[src/rtl/lsu_mem_ctrl.sv]
// Load/store unit: drives the data-memory request/grant/response bus and extends load data.
// Latency: store 2 cycles (req->done), load 3 cycles, +1 per grant wait and per rvalid wait; faults in 1.
// Backpressure: holds mem_req and its payload until mem_gnt; stalls the core until done or fault.
//
// Ports: clk/rstn (async active-low); req_* from the core (held until done/fault);
// stall/done/fault/rd_data back to the core; mem_* request/grant/response to the data bus.
module lsu_mem_ctrl (
    input  logic        clk,
    input  logic        rstn,
    input  logic        req_valid,
    input  logic        req_we,
    input  logic [2:0]  req_funct3,
    input  logic [31:0] req_addr,
    input  logic [31:0] req_wdata,
    output logic        stall,
    output logic        done,
    output logic        fault,
    output logic [31:0] rd_data,
    output logic        mem_req,
    output logic        mem_we,
    output logic [31:0] mem_addr,
    output logic [3:0]  mem_wstrb,
    output logic [31:0] mem_wdata,
    input  logic        mem_gnt,
    input  logic        mem_rvalid,
    input  logic [31:0] mem_rdata
);

    typedef enum logic [2:0] {S_IDLE, S_REQ, S_WAIT, S_DONE, S_ERR} state_t;

    state_t      state, state_nxt;
    logic        we_q;
    logic [2:0]  f3_q;
    logic [1:0]  off_q;
    logic [31:0] addr_q;
    logic [3:0]  wstrb_q;
    logic [31:0] wdata_q;

    logic        funct_ok;
    logic        aligned;
    logic [3:0]  strb_base;
    logic [3:0]  wstrb_d;
    logic [31:0] wdata_d;
    logic [31:0] lane;
    logic [31:0] ld_ext;

    // Request decode: legality, alignment, strobe and replicated store data.
    always_comb begin
        funct_ok  = 1'b0;
        aligned   = 1'b1;
        strb_base = 4'b0001;
        wdata_d   = {4{req_wdata[7:0]}};
        if (req_we)
            funct_ok = (req_funct3[2] == 1'b0) && (req_funct3[1:0] != 2'b11);
        else
            funct_ok = (req_funct3 != 3'b011) && (req_funct3[2:1] != 2'b11);
        case (req_funct3[1:0])
            2'b00: begin
                aligned   = 1'b1;
                strb_base = 4'b0001;
                wdata_d   = {4{req_wdata[7:0]}};
            end
            2'b01: begin
                aligned   = ~req_addr[0];
                strb_base = 4'b0011;
                wdata_d   = {2{req_wdata[15:0]}};
            end
            default: begin
                aligned   = (req_addr[1:0] == 2'b00);
                strb_base = 4'b1111;
                wdata_d   = req_wdata;
            end
        endcase
        // Loads never assert strobes; the shift is only reached with aligned offsets.
        wstrb_d = req_we ? 4'(strb_base << req_addr[1:0]) : 4'b0000;
    end

    // Load extraction: move the addressed lane to bit 0, then extend by funct3.
    always_comb begin
        lane   = mem_rdata >> {off_q, 3'b000};
        ld_ext = lane;
        case (f3_q)
            3'b000:  ld_ext = {{24{lane[7]}}, lane[7:0]};
            3'b001:  ld_ext = {{16{lane[15]}}, lane[15:0]};
            3'b100:  ld_ext = {24'h0, lane[7:0]};
            3'b101:  ld_ext = {16'h0, lane[15:0]};
            default: ld_ext = lane;
        endcase
    end

    always_comb begin
        state_nxt = state;
        case (state)
            S_IDLE: begin
                if (req_valid)
                    state_nxt = (funct_ok && aligned) ? S_REQ : S_ERR;
            end
            S_REQ: begin
                if (mem_gnt)
                    state_nxt = we_q ? S_DONE : S_WAIT;
            end
            S_WAIT: begin
                if (mem_rvalid)
                    state_nxt = S_DONE;
            end
            // DONE/ERR ignore req_valid: it still belongs to the finishing instruction.
            S_DONE:  state_nxt = S_IDLE;
            S_ERR:   state_nxt = S_IDLE;
            default: state_nxt = S_IDLE;
        endcase
    end

    always_ff @(posedge clk or negedge rstn) begin
        if (!rstn)
            state <= S_IDLE;
        else
            state <= state_nxt;
    end

    always_ff @(posedge clk or negedge rstn) begin
        if (!rstn) begin
            we_q    <= 1'b0;
            f3_q    <= 3'b000;
            off_q   <= 2'b00;
            addr_q  <= 32'h0;
            wstrb_q <= 4'h0;
            wdata_q <= 32'h0;
            rd_data <= 32'h0;
        end else begin
            if (state == S_IDLE && req_valid && funct_ok && aligned) begin
                we_q    <= req_we;
                f3_q    <= req_funct3;
                off_q   <= req_addr[1:0];
                addr_q  <= {req_addr[31:2], 2'b00};
                wstrb_q <= wstrb_d;
                wdata_q <= wdata_d;
            end
            if (state == S_WAIT && mem_rvalid)
                rd_data <= ld_ext;
        end
    end

    assign mem_req   = (state == S_REQ);
    assign mem_we    = mem_req & we_q;
    assign mem_addr  = addr_q;
    assign mem_wstrb = wstrb_q;
    assign mem_wdata = wdata_q;
    assign done      = (state == S_DONE);
    assign fault     = (state == S_ERR);
    assign stall     = req_valid & ~done & ~fault;

endmodule

[config.mk]
export PLATFORM = sky130hd
export DESIGN_NAME = lsu_mem_ctrl
export DESIGN_NICKNAME = d
export VERILOG_FILES = /design/src/rtl/lsu_mem_ctrl.sv
export SDC_FILE = /design/constraint.sdc
export NUM_CORES = 1
export LEC_CHECK = 0
export CAP_MARGIN = 30
export CORE_MARGIN = 2
export CORE_UTILIZATION = 40
export DETAILED_ROUTE_END_ITERATION = 10
export GPL_TIMING_DRIVEN = 0
export PLACE_DENSITY = 0.86
export SKIP_LAST_GASP = 1
export SLEW_MARGIN = 15
export SYNTH_ARGS = -nofsm -noshare
export SYNTH_HDL_FRONTEND = slang
export SYNTH_SLANG_ARGS = --single-unit
[constraint.sdc]
create_clock -name clk -period 1.66 [get_ports clk]
set_input_delay 0.166 -clock clk [delete_from_list [all_inputs] [get_ports clk]]
set_output_delay 0.166 -clock clk [all_outputs]
set_load 0.01 [all_outputs]
---- Yosys cells after proc, flatten, opt, wreduce, memory -nomap -nowiden ----
Cells that the tools add are included.
word-level totals
  input bits .............................. 105
  logic and storage cells ................. 55
  flip-flop bits (word level) ............. 107
  output and inout bits ................... 105
operators by class
  shifts and indexed selects .............. 2
  bitwise logic cells ..................... 7
  equality and inequality tests ........... 14
  mux-type cells .......................... 12
  reductions and logical operators ........ 12
operator list
  operator              count
  $pmux W32 S4          1
  $pmux W32 S2          1
  $shr A32 B5 Y32       1
  $mux W3               4
  $eq A3 B3 Y1 const B  3
  $pmux W3 S3           1
  $ne A2 B2 Y1 const B  4
  $pmux W4 S2           1
  $logic_and A1 B1 Y1   7
  $eq A3 B1 Y1 const B  2
  $eq A3 B2 Y1 const B  2
  $logic_not A3 Y1      2
  $logic_not A2 Y1      2
  $mux W4               1
  $not A1 Y1            4
  $shl A4 B2 Y4         1
  $and A1 B1 Y1         3
  $ne A3 B2 Y1 const B  1
  $reduce_and A3 Y1     1
  $eq A2 B1 Y1 const B  1
  $mux W1               2
  $ne A2 B1 Y1 const B  1
  $pmux W1 S2           1

---- Depth between registers and ports, before layout ----
Gate-level depths: netlist (run 1).
  depth in word-level cells ............... 7
  mapped depth ............................ 7
  mapped depth without buffers ............ 4

---- Least setup slack after synthesis (run 1) ----
No wires, ideal clock.
  kind .................................... register -> register
  start ................................... register state[2]
  end ..................................... register f3_q[0]
  arrival ................................. 1,462 ps
  path slack .............................. 73 ps
  cell stages (with the launch flop) ...... 7
  path buffers ............................ 3
  cells stage by stage .................... dfrtp_1 > buf_2 > nor4b_2 > o21ai_1 > buf_6 > buf_6 > mux2_4
between the ends
  word-level cells in the longest chain between the ends .. 4
RTL lines
  element                            RTL line  RTL
  start: declaration                 31        state_t state, state_nxt;
  start signal: assignment           117       state <= state_nxt;
  $logic_not A3 Y1                   130       if (state == S_IDLE && req_valid && funct_ok && aligned) begin
  $logic_and A1 B1 Y1 (3 in series)  130
  end signal: assignment             132       f3_q <= req_funct3;
  end: declaration                   33        logic [2:0] f3_q;
No other way between the ends.
A chain may end at the register's enable or synchronous reset.

---- Worst setup path in the final report (run 1) ----
  start ................................... register state[1]
  end ..................................... register addr_q[30], in the netlist mem_addr[30]
between the ends
  word-level cells in the longest chain between the ends .. 4
RTL lines
  element                            RTL line  RTL
  $logic_not A3 Y1                   130
  $logic_and A1 B1 Y1 (3 in series)  130
  end signal: assignment             134       addr_q <= {req_addr[31:2], 2'b00};
  end: declaration                   35        logic [31:0] addr_q;
No other way between the ends.

==> results.toml, run 1 <==
[timing]
maxSlewHeadroom_pct = 63.74
rsz0062_at_grt = "yes"
worst_slack_ps = -85.99
skew_ps = 6.300
max_freq_ghz = 0.5727
hold_violations = 0
setup_viol = 48
worst_slew_pin_slew_ps = 543.3
slew_violations = 0
period_share_pct = 105.2
min_period_ps = 1746
whs_ps = 152.1

[worst_setup_path]
cp_max_fo = 8
cpMaxStageDelayCell = "dfrtp_1"
worstSetupPathType = "flop to flop"
rr_worst_depth = 6
worst_ep_arrival_time_ps = 1990
crit_required_ps = 1900
worstPathCellList = "buf_6, nor4b_4, o21ai_2, buf_12, clkbuf_16, mux2_4"
crit_path_start_kind = "flop"
crit_path_end_kind = "flop"
critPathMaxStageDelay_ps = 400

[power_and_ir_drop]
seqPwrFrac_pct = 33.4
pwr-share-clk_pct = 16.2
p_leak_nw = 3.777
vdd_ir_drop_max_mv = 0.8354
switchingPower_w = 0.004629
p_int_w = 0.009274
pwr-share-comb_pct = 50.4
p_sw_share_pct = 33.30
p_per_area_nw_per_um2 = 1671

[die]
die-area_um2 = 14070
ioPinCount = 210
fp.dieW_um = 118.6
die_h_um = 118.6
num_rows = 41
coreArea_um2 = 12720
initial_core_util_pct = 41.32

[grt]
track_usage_pct = 22.64
grt.overflow.total = 0
grt_pass1_vias = 4675
grt_pass1_wl_um = 24970
antenna_found_initial = 0
grt_start_max_net_pins = 65

[run]
cap_violations = 0

[cells_and_area]
layout.cells.non_filler = 871
final_nets = 799
drive_gt1_share_pct = 19.46
syn2layout_area_growth_pct = 58.34
final_core_util_pct = 65.42
nFillCells = 970
num_antenna_cells = 0

[yosys]
synth.distinct_cells = 47
synth_warnings = 0
ys_ff_latch = 107
netlist_instances = 456
netlist_area_um2 = 5256
synth_seq_area_share_pct = 50.94
avgSynthCellArea_um2 = 11.53
synthArstFlopShare_pct = 100.0
synthFlopType = "dfrtp_1"
synth_edf_count = 0

[status]
violations = "negative setup slack"
status = "finished, violations left"

[route]
vias_per_cell = 5.237
first_iter_violations = 282
drt_wl_total_um = 16000
drc = 0
dr.pass1.iters = 4
final_antenna_net_count = 0
vias = 4561
wire_per_inst_um = 18.37

[min_path]
hold_class = "primary input to flop"
hold_depth = 2

[place]
place.detailed.hpwl_um = 11650
gp_congestion = 0.9115
io_buffer_count = 205
dp_cells = 835

[clock_network]
cts_made_buffers = 9
clock-root-buffer = "clkbuf_16"
cts_buffer_depth = 2
clk_latency_ps = 350
cts_tree = "done"
cts_sinks = 107
h-tree-depth = 3
path_clk_slew_ps = 70
[worst max-delay path: cells and delay by family, from the launching register on]
kind | cells | cell delay [ps]
compound gates | 1 | 150
flops | 1 | 400
simple gates | 1 | 310
mux | 1 | 290
buf+inv | 3 | 480
[cell usage in the layout, fill, tap and decap left out, types with 4 or more instances in the layout]
cell             Yosys  routed
buf_12               0       6
clkbuf_8             0       5
a21oi_1             18      18
nand2_1             49      49
mux2_1               9       9
clkdlybuf4s50_1      0     199
nand3_1             15      15
dfrtp_1            107     107
a221o_1              8       8
o21ai_0              8       8
buf_4                4      18
nor2_1              30      30
and2_1               8       8
mux2_4              41      42
o21ai_1             37      36
buf_2               11       6
mux2i_1             41      40
clkbuf_2             0       6
clkbuf_16            0      11
a21oi_2              7       7
buf_6                6       8
clkbuf_1            12       4
[final cells by class]
cell class              instances  area (µm²)  share of cell area (%)
repair buffers                227        2307                   27.72
well taps                     172       215.2                   2.586
clock inverters                 3       43.79                  0.5262
inverters                       2       7.507                 0.09020
clock buffers                  13       270.3                   3.247
flip-flops and latches        107        2678                   32.17
multi-input cells             312        2447                   29.40
plain buffers                  35       354.1                   4.254
[routing by layer]
layer | vias to the layer above | wire length (µm) | GRT usage, %
met5 | - | 0 | 0
met4 | 0 | 285 | 8.036
met3 | 22 | 1253 | 5.888
met2 | 214 | 7933 | 38.83
met1 | 2240 | 6525 | 27.41
li1 | 2085 | - | -
[registers in the layout, summed over array words and instances, names as in the netlist]
register / count
mem_wdata: 32
f3_q: 3
mem_addr: 30
off_q: 2
state: 3
rd_data: 32
we_q: 1
mem_wstrb: 4
[path summary, 6_finish.rpt]
kind	from	end	slack, ps
max	state[1]$_DFFE_PN0P_	mem_addr[30]$_DFFE_PN0P_	-90
max in group asynchronous	rstn	mem_wdata[26]$_DFFE_PN0P_	680
min in group asynchronous	rstn	rd_data[6]$_DFFE_PN0P_	320
max reg2reg	state[1]$_DFFE_PN0P_	mem_addr[30]$_DFFE_PN0P_	-90
min	req_addr[0]	mem_wstrb[0]$_DFFE_PN0P_	150
min reg2reg	mem_wdata[9]$_DFFE_PN0P_	mem_wdata[9]$_DFFE_PN0P_	480
[metrics by stage]
step / setup TNS (ps) / total power, W / area (µm²) / worst slack [ps]
finish: -2820 / 0.01390 / 8323 / -85.99
CTS: -2617 / 0.01370 / 8115 / -131.4
detailed placement: -31060 / 0.01115 / 7556 / -537.5
global placement: -418330 / 0.01097 / 7527 / -3639
global route: -6159 / 0.01468 / 8323 / -137.3
floorplan: 0 / 0.007748 / 5260 / 73.13
[Yosys cell counts (2+ instances only)]
master / count / area share, %
o41ai_2: 2 / 0.62
inv_1: 2 / 0.14
o21ai_0: 8 / 0.76
nand3b_1: 3 / 0.43
nand3_1: 15 / 1.4
nor3_1: 3 / 0.29
mux2_4: 41 / 12
o21ai_1: 37 / 3.5
and2_1: 8 / 0.95
mux2i_1: 41 / 7.8
a21oi_2: 7 / 1.2
buf_1: 3 / 0.21
nand2_1: 49 / 3.5
clkbuf_1: 12 / 0.86
dfrtp_1: 107 / 51
nor2_1: 30 / 2.1
nor3b_1: 4 / 0.57
a21oi_1: 18 / 1.7
buf_2: 11 / 1.0
a221o_1: 8 / 1.5
buf_6: 6 / 1.3
nor2b_1: 2 / 0.24
mux2_1: 9 / 1.9
buf_4: 4 / 0.57
nand2b_1: 4 / 0.48
[power groups by stage]
| stage | Sequential (W) | Clock, W | Combinational [W] |
|---|---|---|---|
| after floorplan | 0.00505 | 0 | 0.00270 |
| after global placement | 0.00458 | 0 | 0.00639 |
| after detailed placement | 0.00464 | 0 | 0.00651 |
| after CTS | 0.00462 | 0.00228 | 0.00679 |
| after global routing | 0.00479 | 0.00239 | 0.00750 |
| final | 0.00464 | 0.00226 | 0.00701 |
[what timing repair did]
action                     4_1_cts  5_1_grt
gates resized for setup         47       39
buffers inserted                 4       12
setup endpoints to repair       99      102
hold buffers                     1        0
hold endpoints to repair        43        0
cloned                           3        2
pin swaps                        2        6
[kinds of logic (layout without fill, tap and decap cells)]
group           after synthesis  in the layout  share of synthesized area (%)
simple gates                128            128                          12.04
flops                       107            107                          50.94
mux                          92             92                          21.66
compound gates               90             90                          11.16
buf+inv                      38            280                          4.118
other cells                   1              2                        0.07134
Note: power is estimated with default switching activity, not from simulation.
==> run 2, diff against run 1 <==
CORE_MARGIN = 4   (was 2)
==> results.toml, run 2 (same netlist as run 1, synthesis figures left out) <==
[worst_setup_path]
cp_top_family = "buffers and inverters"
critPathMaxStageDelay_ps = 380
worstPathCellList = "buf_6, nor4b_4, o21ai_2, buf_12, clkbuf_16, mux2_4"
worst-path-buf-inv = 3
crit_required_ps = 1880
cpMaxStageDelayCell = "dfrtp_1"
cp_max_fo = 8
worstSetupPathType = "flop to flop"
crit_path_start_kind = "flop"
crit_path_end_kind = "flop"
worst_ep_arrival_time_ps = 1970

[timing]
max_freq_ghz = 0.5719
skew_ps = 6.064
slew_violations = 0
rsz0062_at_grt = "yes"
period_share_pct = 105.3
worst_slack_ps = -88.57
min_period_ps = 1749
setup_viol = 45
maxSlewHeadroom_pct = 61.80
hold_violations = 0
whs_ps = 175.4
worst_slew_pin_slew_ps = 572.3

[place]
place.detailed.hpwl_um = 12500
io_buffer_count = 205
dpl-instance-area_um2 = 7556
gp_congestion = 0.9236

[clock_network]
cts_sinks = 107
cts_made_buffers = 9
clock-root-buffer = "clkbuf_16"
path_clk_slew_ps = 70
clk_latency_ps = 340
cts_tree = "done"
h-tree-depth = 3
cts_buffer_depth = 2

[min_path]
hold_class = "primary input to flop"

[cells_and_area]
final_nets = 798
final_cell_mix = "clkdlybuf4s50_1, dfrtp_1, nand2_1"
fin_area_um2 = 8292
syn2layout_area_growth_pct = 57.75
drive_gt1_share_pct = 20.23
layout_commonest_cell = "clkdlybuf4s50_1"
num_antenna_cells = 0
register_area_um2 = 2679
nFillCells = 999
multiInputGateArea_um2 = 2467

[route]
dr.pass1.iters = 5
vias_per_cell = 5.350
wire_per_inst_um = 19.20
vias = 4649
final_antenna_net_count = 0
drc = 0
first_iter_violations = 383
drt_wl_total_um = 16690

[status]
violations = "negative setup slack"
status = "finished, violations left"

[die]
fp.dieW_um = 122.6
die-area_um2 = 15040
die_h_um = 122.6
initial_core_util_pct = 41.32
ioPinCount = 210
num_rows = 41
coreArea_um2 = 12720

[grt]
antenna_found_initial = 0
grt.overflow.total = 0
track_usage_pct = 21.47
grt_pass1_vias = 4855
grt_start_max_net_pins = 60
grt_pass1_wl_um = 25210

[power_and_ir_drop]
p_total_w = 0.01414
p_per_area_nw_per_um2 = 1706
vdd_ir_drop_max_mv = 0.7048
p_leak_nw = 3.774

[run]
cap_violations = 0
-- run 2: routing by layer --
layer	global-route usage (%)	wire length, µm	vias to the layer above	share of wire [%]
li1	-	-	2091	-
met1	26.50	6709	2283	40
met2	35.80	8033	241	48
met3	5.530	1452	34	8.7
met4	8.957	489	0	2.9
met5	0	0	-	0
-- run 2: path summary, 6_finish.rpt --
path | start | to | slack, ps | cells past startpoint
max in group asynchronous | rstn | state[1]$_DFFE_PN0P_ | 650 | 3
min reg2reg | rd_data[5]$_DFFE_PN0P_ | rd_data[5]$_DFFE_PN0P_ | 490 | 2
max | state[2]$_DFFE_PN0P_ | mem_addr[18]$_DFFE_PN0P_ | -90 | 6
min in group asynchronous | rstn | rd_data[0]$_DFFE_PN0P_ | 330 | 2
max reg2reg | state[2]$_DFFE_PN0P_ | mem_addr[18]$_DFFE_PN0P_ | -90 | 6
min | req_addr[0] | mem_wstrb[0]$_DFFE_PN0P_ | 180 | 2
-- run 2: area by class of cell --
type | instances | share of cell area [%]
Buffer | 35 | 3.622
Clock buffer | 11 | 3.048
Clock inverter | 4 | 1.177
Inverter | 2 | 0.09054
Multi-Input combinational cell | 312 | 29.76
Sequential cell | 107 | 32.31
Tap cell | 172 | 2.595
Timing Repair Buffer | 226 | 27.40
-- run 2: through the flow --
| step | std cells | utilization, % | worst slack (ps) | setup TNS, ps |
|---|---|---|---|---|
| after floorplan | 457 | - | 73.13 | 0 |
| after global placement | 834 | 59.17 | -3504 | -401580 |
| after detailed placement | 835 | 59.39 | -438.3 | -30570 |
| after CTS | 855 | 63.01 | -232.6 | -6290 |
| after global routing | 869 | 65.18 | -131.9 | -6511 |
| final | 869 | 65.18 | -88.57 | -3156 |
-- run 2: timing repair --
item	in CTS	in global routing
pin swaps	2	4
hold endpoints to repair	48	0
hold buffers	1	0
gates resized for setup	28	54
setup endpoints to repair	88	102
cloned	0	4
buffers inserted	4	11
-- run 2: power breakdown --
part	total, W	leakage, nW	internal, W	switching [W]
clock network	0.00248	0.168	0.00155	0.000935
registers	0.00467	1.32	0.00384	0.000836
logic	0.00698	2.29	0.00409	0.00289
total	0.0141	3.77	0.00948	0.00466
-- run 2: worst reg2reg max path: stages, from the launching register on --
cell and delay (ps):
dfrtp_1 380, buf_6 140, nor4b_4 320, o21ai_2 160, buf_12 190, clkbuf_16 170
mux2_4 290
